[src/rtl/lfsrentsrc_ctrl.sv]
// Sequencer for the ring-LFSR entropy source: source reset, warm-up, decimated capture,
// repetition-count health test and packing of samples into valid/ready words.
module lfsrentsrc_ctrl #(
   parameter int RNG_WIDTH     = 4,
   parameter int OUT_WIDTH     = 32,
   parameter int WARMUP_CYCLES = 16,
   parameter int DECIM         = 1,
   parameter int REP_LIMIT     = 8
) (
   input  logic                 i_clk,
   input  logic                 i_reset_n,
   input  logic                 i_start,
   input  logic [RNG_WIDTH-1:0] i_src_rnd,
   output logic                 o_src_reset,
   output logic                 o_src_en,
   output logic [OUT_WIDTH-1:0] o_data,
   output logic                 o_valid,
   input  logic                 i_ready,
   input  logic                 i_clear_alarm,
   output logic                 o_alarm
);

   localparam int N     = OUT_WIDTH / RNG_WIDTH;
   localparam int TMR_W = $clog2(WARMUP_CYCLES + 2);
   localparam int DEC_W = (DECIM > 1) ? $clog2(DECIM) : 1;
   localparam int SMP_W = (N > 1) ? $clog2(N) : 1;
   localparam int REP_W = $clog2(REP_LIMIT + 1);

   localparam logic [TMR_W-1:0] WARM_LAST = TMR_W'(WARMUP_CYCLES - 1);
   localparam logic [DEC_W-1:0] DEC_LAST  = DEC_W'(DECIM - 1);
   localparam logic [SMP_W-1:0] SMP_LAST  = SMP_W'(N - 1);
   localparam logic [REP_W-1:0] REP_MAX   = REP_W'(REP_LIMIT);

   typedef enum logic [2:0] {
      S_IDLE,
      S_SRST,
      S_WARMUP,
      S_COLLECT,
      S_HOLD,
      S_ALARM
   } state_t;

   state_t               state_q;
   logic [TMR_W-1:0]     tmr_q;
   logic [DEC_W-1:0]     dec_q;
   logic [SMP_W-1:0]     smp_q;
   logic [REP_W-1:0]     rep_q;
   logic [RNG_WIDTH-1:0] prev_q;
   logic [OUT_WIDTH-1:0] acc_q;
   logic [OUT_WIDTH-1:0] data_q;
   logic                 src_reset_q;
   logic                 src_en_q;
   logic                 valid_q;
   logic                 alarm_q;

   logic                 cap_d;
   logic [REP_W-1:0]     rep_d;
   logic [OUT_WIDTH-1:0] acc_d;

   assign cap_d = (state_q == S_COLLECT) && i_start && (dec_q == DEC_LAST);

   // rep_q == 0 marks "no previous sample in this run", so prev_q needs no reset
   always_comb begin
      rep_d = REP_W'(1);
      if ((i_src_rnd == prev_q) && (rep_q != '0)) begin
         rep_d = (rep_q == REP_MAX) ? rep_q : rep_q + REP_W'(1);
      end
   end

   generate
      if (N > 1) begin : g_shift
         assign acc_d = {acc_q[OUT_WIDTH-RNG_WIDTH-1:0], i_src_rnd};
      end else begin : g_single
         assign acc_d = i_src_rnd;
      end
   endgenerate

   always_ff @(posedge i_clk) begin
      if (cap_d) begin
         acc_q  <= acc_d;
         prev_q <= i_src_rnd;
      end
   end

   always_ff @(posedge i_clk or negedge i_reset_n) begin
      if (!i_reset_n) begin
         state_q     <= S_IDLE;
         tmr_q       <= '0;
         dec_q       <= '0;
         smp_q       <= '0;
         rep_q       <= '0;
         data_q      <= '0;
         src_reset_q <= 1'b0;
         src_en_q    <= 1'b0;
         valid_q     <= 1'b0;
         alarm_q     <= 1'b0;
      end else begin
         case (state_q)
            S_IDLE: begin
               if (i_start) begin
                  state_q     <= S_SRST;
                  src_reset_q <= 1'b1;
                  tmr_q       <= '0;
               end
            end
            S_SRST: begin
               if (!i_start) begin
                  state_q     <= S_IDLE;
                  src_reset_q <= 1'b0;
               end else if (tmr_q == TMR_W'(1)) begin
                  state_q     <= S_WARMUP;
                  src_reset_q <= 1'b0;
                  src_en_q    <= 1'b1;
                  tmr_q       <= '0;
               end else begin
                  tmr_q <= tmr_q + TMR_W'(1);
               end
            end
            S_WARMUP: begin
               if (!i_start) begin
                  state_q  <= S_IDLE;
                  src_en_q <= 1'b0;
               end else if (tmr_q == WARM_LAST) begin
                  state_q <= S_COLLECT;
                  dec_q   <= '0;
                  smp_q   <= '0;
                  rep_q   <= '0;
               end else begin
                  tmr_q <= tmr_q + TMR_W'(1);
               end
            end
            S_COLLECT: begin
               if (!i_start) begin
                  state_q  <= S_IDLE;
                  src_en_q <= 1'b0;
               end else begin
                  dec_q <= (dec_q == DEC_LAST) ? '0 : dec_q + DEC_W'(1);
                  if (cap_d) begin
                     rep_q <= rep_d;
                     // a failing health test wins over completing the word
                     if (rep_d == REP_MAX) begin
                        state_q  <= S_ALARM;
                        alarm_q  <= 1'b1;
                        src_en_q <= 1'b0;
                     end else if (smp_q == SMP_LAST) begin
                        state_q <= S_HOLD;
                        data_q  <= acc_d;
                        valid_q <= 1'b1;
                     end else begin
                        smp_q <= smp_q + SMP_W'(1);
                     end
                  end
               end
            end
            S_HOLD: begin
               if (i_ready) begin
                  valid_q <= 1'b0;
                  if (i_start) begin
                     state_q <= S_COLLECT;
                     dec_q   <= '0;
                     smp_q   <= '0;
                  end else begin
                     state_q  <= S_IDLE;
                     src_en_q <= 1'b0;
                  end
               end
            end
            S_ALARM: begin
               if (i_clear_alarm) begin
                  state_q <= S_IDLE;
                  alarm_q <= 1'b0;
               end
            end
            default: begin
               state_q     <= S_IDLE;
               src_reset_q <= 1'b0;
               src_en_q    <= 1'b0;
               valid_q     <= 1'b0;
               alarm_q     <= 1'b0;
            end
         endcase
      end
   end

   assign o_src_reset = src_reset_q;
   assign o_src_en    = src_en_q;
   assign o_data      = data_q;
   assign o_valid     = valid_q;
   assign o_alarm     = alarm_q;

endmodule

[config.mk]
export PLATFORM = sky130hd
export DESIGN_NAME = lfsrentsrc_ctrl
export DESIGN_NICKNAME = d
export VERILOG_FILES = /design/src/rtl/lfsrentsrc_ctrl.sv
export SDC_FILE = /design/constraint.sdc
export NUM_CORES = 1
export LEC_CHECK = 0
export CAP_MARGIN = 20
export CORE_MARGIN = 2
export CORE_UTILIZATION = 49
export CTS_CLUSTER_SIZE = 28
export DETAILED_ROUTE_END_ITERATION = 6
export PLACE_DENSITY_LB_ADDON = 0.2
export SYNTH_ARGS = -nofsm -noshare
export SYNTH_HDL_FRONTEND = slang
export SYNTH_SLANG_ARGS = --single-unit
export TNS_END_PERCENT = 1
[constraint.sdc]
create_clock -name i_clk -period 2.3 [get_ports i_clk]
set_input_delay 0.46 -clock i_clk [delete_from_list [all_inputs] [get_ports i_clk]]
set_output_delay 0.46 -clock i_clk [all_outputs]
set_load 0.02 [all_outputs]
[Word-level counts from Yosys, hierarchy flattened]
Cells that the tools add are included.
Operators by class
  add/sub/neg operators: 4
  multiply operators: 0
  div/mod/pow operators: 0
  $lt $le $gt $ge: 0
  equality and inequality tests: 31
  shift-type cells: 0
  multiplexer cells: 65
  bitwise operators: 6
  reductions and logical operators: 22
Operators by type and width (number)
  $mux W3: 19
  $ne A2 B2 Y1 const B: 13
  $mux W1: 25
  $mux W5: 5
  $mux W4: 6
  $reduce_and A5 Y1: 4
  $pmux W3 S6: 1
  $reduce_and A6 Y1: 3
  $pmux W5 S3: 1
  $pmux W1 S3: 4
  $reduce_or A4 Y1: 3
  $eq A3 B3 Y1 const B: 3
  $ne A3 B3 Y1 const B: 3
  $pmux W3 S3: 1
  $reduce_and A9 Y1: 1
  $eq A4 B4 Y1 const B: 2
  $pmux W4 S2: 1
  $reduce_and A7 Y1: 1
  $eq A3 B2 Y1 const B: 2
  $not A1 Y1: 6
  $reduce_bool A3 Y1: 2
  $add A5 B1 Y5 const B: 1
  $eq A5 B1 Y1 const B: 1
  $eq A5 B4 Y1 const B: 1
  16 further kinds: 19
Word-level totals
  register bits after elaboration: 84
  latch bits: 0
  bits in writable memories: 0
  memory bits (read-only): 0
  bits of input ports: 9
  logic and storage cells: 140
  memories kept: 0

[Longest topological paths before layout]
  depth after elaboration: 8
  mapped depth: 9
  gate-level depth less buffers: 8

[Worst setup path after synthesis]
OpenSTA, ideal clock, no wires.
  path kind: flip-flop to flip-flop
  start point: register rep_q[0]
  end point: register data_q[4], in the netlist o_data[4]
  setup time: 0.128 ns
  arrival: 1.999 ns
  setup slack: 0.174 ns
  cell stages (with the launch flop): 10
  buffers on the path: 2
  clock period less this slack: 2.126 ns
  path through: dfrtp_1 > inv_1 > ha_1 > nor3b_1 > nor2_1 > and4_1 > buf_4 > nor3_4 > buf_6 > mux2_1
Between the ends
  cells in the longest elaborated chain, start to end: 6
RTL lines
  from (decl): RTL line 47  | logic [REP_W-1:0] rep_q;
  from (signal assigned): RTL line 139  | rep_q <= rep_d;
  $add A4 B1 Y4, or another cell as far along: RTL line 66  | rep_d = (rep_q == REP_MAX) ? rep_q : rep_q + REP_W'(1);
  $mux W4 or $logic_and A1 B1 Y1 (tied branches): RTL line 66, 65
  $mux W4 *: RTL line 65  | if ((i_src_rnd == prev_q) && (rep_q != '0)) begin
  $eq A4 B4 Y1 *: RTL line 141  | if (rep_d == REP_MAX) begin
  $not A1 Y1 (no source line) *
  $reduce_and A5 Y1 (no source line) *
  to (signal assigned): RTL line 92  | data_q <= '0;
  to (signal assigned): RTL line 147  | data_q <= acc_d;
  to (decl): RTL line 50  | logic [OUT_WIDTH-1:0] data_q;
Every way passes the cells marked *; elsewhere a longest branch is shown, timed or not.
A chain may end at the register's enable or synchronous reset.

[Worst setup path after layout]
  start point: register tmr_q[0]
  end point: register tmr_q[3]
Between the ends
  cells in the longest elaborated chain, start to end: 4
RTL lines
  from (decl): RTL line 44  | logic [TMR_W-1:0] tmr_q;
  from (signal assigned): RTL line 116  | tmr_q <= tmr_q + TMR_W'(1);
  from (signal assigned): RTL line 129  | tmr_q <= tmr_q + TMR_W'(1);
  $add A5 B1 Y5 or $eq A5 B1 Y1 (tied branches): RTL line 116, 129, 110
  $mux W5, on equally long branches: RTL line 123, 110
  $mux W5, on equally long branches: RTL line 120, 107
  $pmux W5 S3: RTL line 98  | case (state_q)
Parallel ways exist; a longest one is shown, timed or not. The select of a mux whose other input is x is not followed.

==> qor.json <==
{
  "finalSetupViolations": 0,
  "r2r_slack_ns": 0.13,
  "most_frequent_standard_cell_in_the_layout_excluding_fill_and_tap_cells": "sky130_fd_sc_hd__dfrtp_1",
  "n_fill_cell": 553,
  "global_route_wire_length_before_repair_um": 9632,
  "drt_drc_violations_left": 0,
  "number_of_buffer_cells_added_on_primary_ports": 44,
  "floorplan.die_area_mm2": 0.007507,
  "ys_dominant_reg_cell": "sky130_fd_sc_hd__dfrtp_1",
  "clkPwrFrac_pct": 27.3,
  "cap_viol_max_count": 0,
  "clkLatencyLatePin_ns": 0.35,
  "final_layout_size_suffix_gt1_share_pct": 12.05,
  "path_cells": "ha_1 > and3_1 > ha_1 > o21ai_0 > nand2_1 > or3_1 > a21oi_1 > a21o_1",
  "final.hold.worst_slack_ns": 0.1130,
  "grt_max_degree": 34,
  "insertedDiodeCount": 0,
  "gp_congestion": 0.8605,
  "core_area_mm2": 0.006719,
  "critical-path-top-cell-by-count": "sky130_fd_sc_hd__ha_1",
  "antenna_found_initial": 0,
  "timing.rr.start": "tmr_q[0]",
  "outcome": "finished, final reports clean",
  "power.static_leakage_nw": 1.814,
  "share_of_synthesized_flip_flops_with_an_asynchronous_set_or_reset_pct": 64.56,
  "post_dp_cell_area_mm2": 0.003955,
  "final.period_utilization_pct": 94.48,
  "min_period_ns": 2.173,
  "stdcell_area_mm2": 0.004155,
  "slew_violations": 0,
  "seq_area_frac_synth_pct": 63.25,
  "grt-ovfl-total": 0,
  "htree_levels": 3,
  "powerDensity_mw_per_mm2": 896.4,
  "number_of_synthesized_flops_with_an_enable_pin": 28,
  "flow.area_growth_from_synthesis_pct": 24.15,
  "postCtsHoldBufs": 0,
  "max_slew_margin_pct": 59.74,
  "clkSlewWorstSetupHoldPaths_ns": 0.08,
  "routed_wl_um": 5921,
  "routedWlPerCell_um": 15.30,
  "timing.rr.end": "tmr_q[3]",
  "worstSetupEndpointType": "flip-flop",
  "detail-route-antenna-nets": 0,
  "setup.worst_path.class": "reg -> reg",
  "setup_slack_of_the_critical_path_after_layout_ns": 0.1269,
  "die_width_um": 86.65,
  "final_hold_viol_count": 0,
  "critPathLaunchType": "flip-flop",
  "ys.warnings.count": 0,
  "peakVddDrop_uv": 459.8,
  "multiInputGateArea_mm2": 0.001135,
  "cell_internal_power_mw": 2.595,
  "worst-slew-pin-transition_ns": 0.6039,
  "synthesis.nets": 260,
  "vias_per_cell": 5.556,
  "combPwrFrac_pct": 23.0,
  "boundaryPins": 45,
  "cts_tree": "done",
  "critical-path-max-stage-delay_ns": 0.44,
  "cts.root.buffer_cell": "sky130_fd_sc_hd__clkbuf_8",
  "total_of_flip_flops_plus_latches_after_synthesis": 79,
  "ff2ff_path_depth": 8,
  "drt_first_iter_violations": 152,
  "layout.area.seq_mm2": 0.002117,
  "critical_path_peak_fanout": 5,
  "power_switching_share_pct": 30.33,
  "final.setup_skew_ns": 0.01103,
  "cp.required_ns": 2.59,
  "floorplan.initialDensity_pct": 49.81,
  "cts.repair_timing.setup_buffer_count": 0,
  "cts_inserted_buffers": 9,
  "most-common-layout-cells": "51 x sky130_fd_sc_hd__dfrtp_1, 43 x sky130_fd_sc_hd__clkdlybuf4s50_1, 29 x sky130_fd_sc_hd__mux2_1, 28 x sky130_fd_sc_hd__edfxtp_1, 16 x sky130_fd_sc_hd__nand2_1",
  "post-synth-top-area-cell": "sky130_fd_sc_hd__dfrtp_1",
  "synthesis.area_per_instance_um2": 13.72,
  "worst-endpoint-arrival_ns": 2.46,
  "grt_setup_unrepaired": "false",
  "dpl_worst_slack_ns": -0.1144,
  "achievable-frequency_mhz": 460.2,
  "yosys.cell_types.count": 45,
  "hp-class": "in -> async",
  "detail_route.first_pass.iterations": 4,
  "cts_sinks": 79,
  "final_nets": 318,
  "chipHeight_um": 86.65,
  "clock_path_buffers": 2,
  "first_global_vias": 2050,
  "number_of_vias_after_detailed_routing": 2150,
  "dp_hpwl_um": 3948,
  "crit_path_start": "tmr_q[0]",
  "synth_top_area_share_pct": 38.13,
  "p_seq_share_pct": 49.7,
  "cp_slowest_cell": "sky130_fd_sc_hd__dfrtp_1",
  "syn_inst": 244,
  "netlist_area_mm2": 0.003347,
  "synth.top_cells.by_area": "sky130_fd_sc_hd__dfrtp_1 38%, sky130_fd_sc_hd__edfxtp_1 25%, sky130_fd_sc_hd__mux2_1 9.8%, sky130_fd_sc_hd__ha_1 2.6%, sky130_fd_sc_hd__o21ai_0 2.2%",
  "finalNonFillerCells": 387,
  "placed_cells_incl_taps": 371,
  "switching_power_mw": 1.130,
  "grt_usage_pct": 16.98,
  "num_rows": 30
}
timing repair:
item                                    4_1_cts  5_1_grt
resized for setup                             0        2
endpoints found under the setup margin        0       33
hold endpoints to repair                      0        0
per-stage QoR:
step	total power, mW	util, %	setup TNS (ns)
5_1_grt	3.930	61.84	0
3_3_place_gp	2.704	58.86	-1.072
4_1_cts	3.759	61.77	0
2_1_floorplan	2.358	-	0
6_report	3.725	61.84	0
3_5_place_dp	2.732	58.86	-3.104
cells in the mapped netlist (2+ instances only):
cell type	count
sky130_fd_sc_hd__mux2_1	29
sky130_fd_sc_hd__a21oi_1	6
sky130_fd_sc_hd__mux2_2	4
sky130_fd_sc_hd__or3_1	2
sky130_fd_sc_hd__xor2_1	4
sky130_fd_sc_hd__nor2_1	6
sky130_fd_sc_hd__nand4bb_1	2
sky130_fd_sc_hd__nand3b_1	2
sky130_fd_sc_hd__nor3_1	4
sky130_fd_sc_hd__nor2b_1	7
sky130_fd_sc_hd__buf_6	3
sky130_fd_sc_hd__nand3_1	3
sky130_fd_sc_hd__nand2_1	16
sky130_fd_sc_hd__a22o_1	5
sky130_fd_sc_hd__ha_1	7
sky130_fd_sc_hd__a211oi_1	2
sky130_fd_sc_hd__dfrtp_1	51
sky130_fd_sc_hd__o21ai_0	15
sky130_fd_sc_hd__a21o_1	3
sky130_fd_sc_hd__nor3b_1	6
sky130_fd_sc_hd__and3_1	2
sky130_fd_sc_hd__o21bai_1	2
sky130_fd_sc_hd__xnor2_1	2
sky130_fd_sc_hd__clkbuf_1	5
sky130_fd_sc_hd__buf_2	2
sky130_fd_sc_hd__inv_1	7
sky130_fd_sc_hd__edfxtp_1	28
sky130_fd_sc_hd__o211ai_1	2
final cells by class:
cell class | count | area share, %
inverters | 8 | 0.7227
repair buffers | 58 | 13.91
well taps | 80 | 2.409
clock inverters | 6 | 1.626
multi-input cells | 146 | 27.31
clock buffers | 10 | 3.071
flip-flops and latches | 79 | 50.95
sequential cells by signal, indices dropped and copies added, names as in the netlist:
register,count
rep_q,4
o_src_en,1
tmr_q,5
state_q,3
prev_q,3
o_valid,1
smp_q,3
o_data,32
o_alarm,1
o_src_reset,1
acc_q,25
logic make-up (layout without fill, tap and decap cells):
kind of cell | count (synthesis) | after routing | synth area share, %
muxes | 33 | 33 | 11.10
adders and majority gates | 7 | 7 | 2.617
DFF | 79 | 79 | 63.25
buffers and inverters | 19 | 82 | 2.991
xor gates and xnor gates | 6 | 6 | 1.570
and+or+nand+nor | 56 | 56 | 9.720
AOI/OAI and AO/OA | 44 | 44 | 8.748
worst max path at each step:
stage | to | slack [ns] | cells past startpoint
after floorplan | o_data[4] | 0.17 | 9
after global placement | o_data[1] | -0.05 | 7
after detailed placement | o_data[11] | -0.11 | 7
after CTS | o_data[5] | 0.06 | 8
after global routing | tmr_q[3] | 0.005 | 8
final | tmr_q[3] | 0.13 | 8
worst max-delay path, delay by kind of cell, from the launching register on:
family                   cells  cell delay [ns]
flip-flops                   1             0.44
AND/OR/NAND/NOR              3             0.67
adder cells (fa/ha/maj)      2             0.46
AO/OA/AOI/OAI                3             0.55
power groups by stage:
stage	Combinational (mW)	Sequential (mW)	Clock, mW
after global routing	0.947	1.88	1.10
final	0.858	1.85	1.02
after global placement	0.837	1.87	0
after detailed placement	0.858	1.87	0
after floorplan	0.475	1.88	0
after CTS	0.861	1.85	1.05
layer usage:
metal	routed length [um]	share of wire [%]	global-route usage (%)
met1	2710	46	22.20
met2	2807	47	25.59
met4	104	1.8	8.381
met5	0	0	0
met3	299	5.0	5.524
Power figures use the tool's default switching activity.
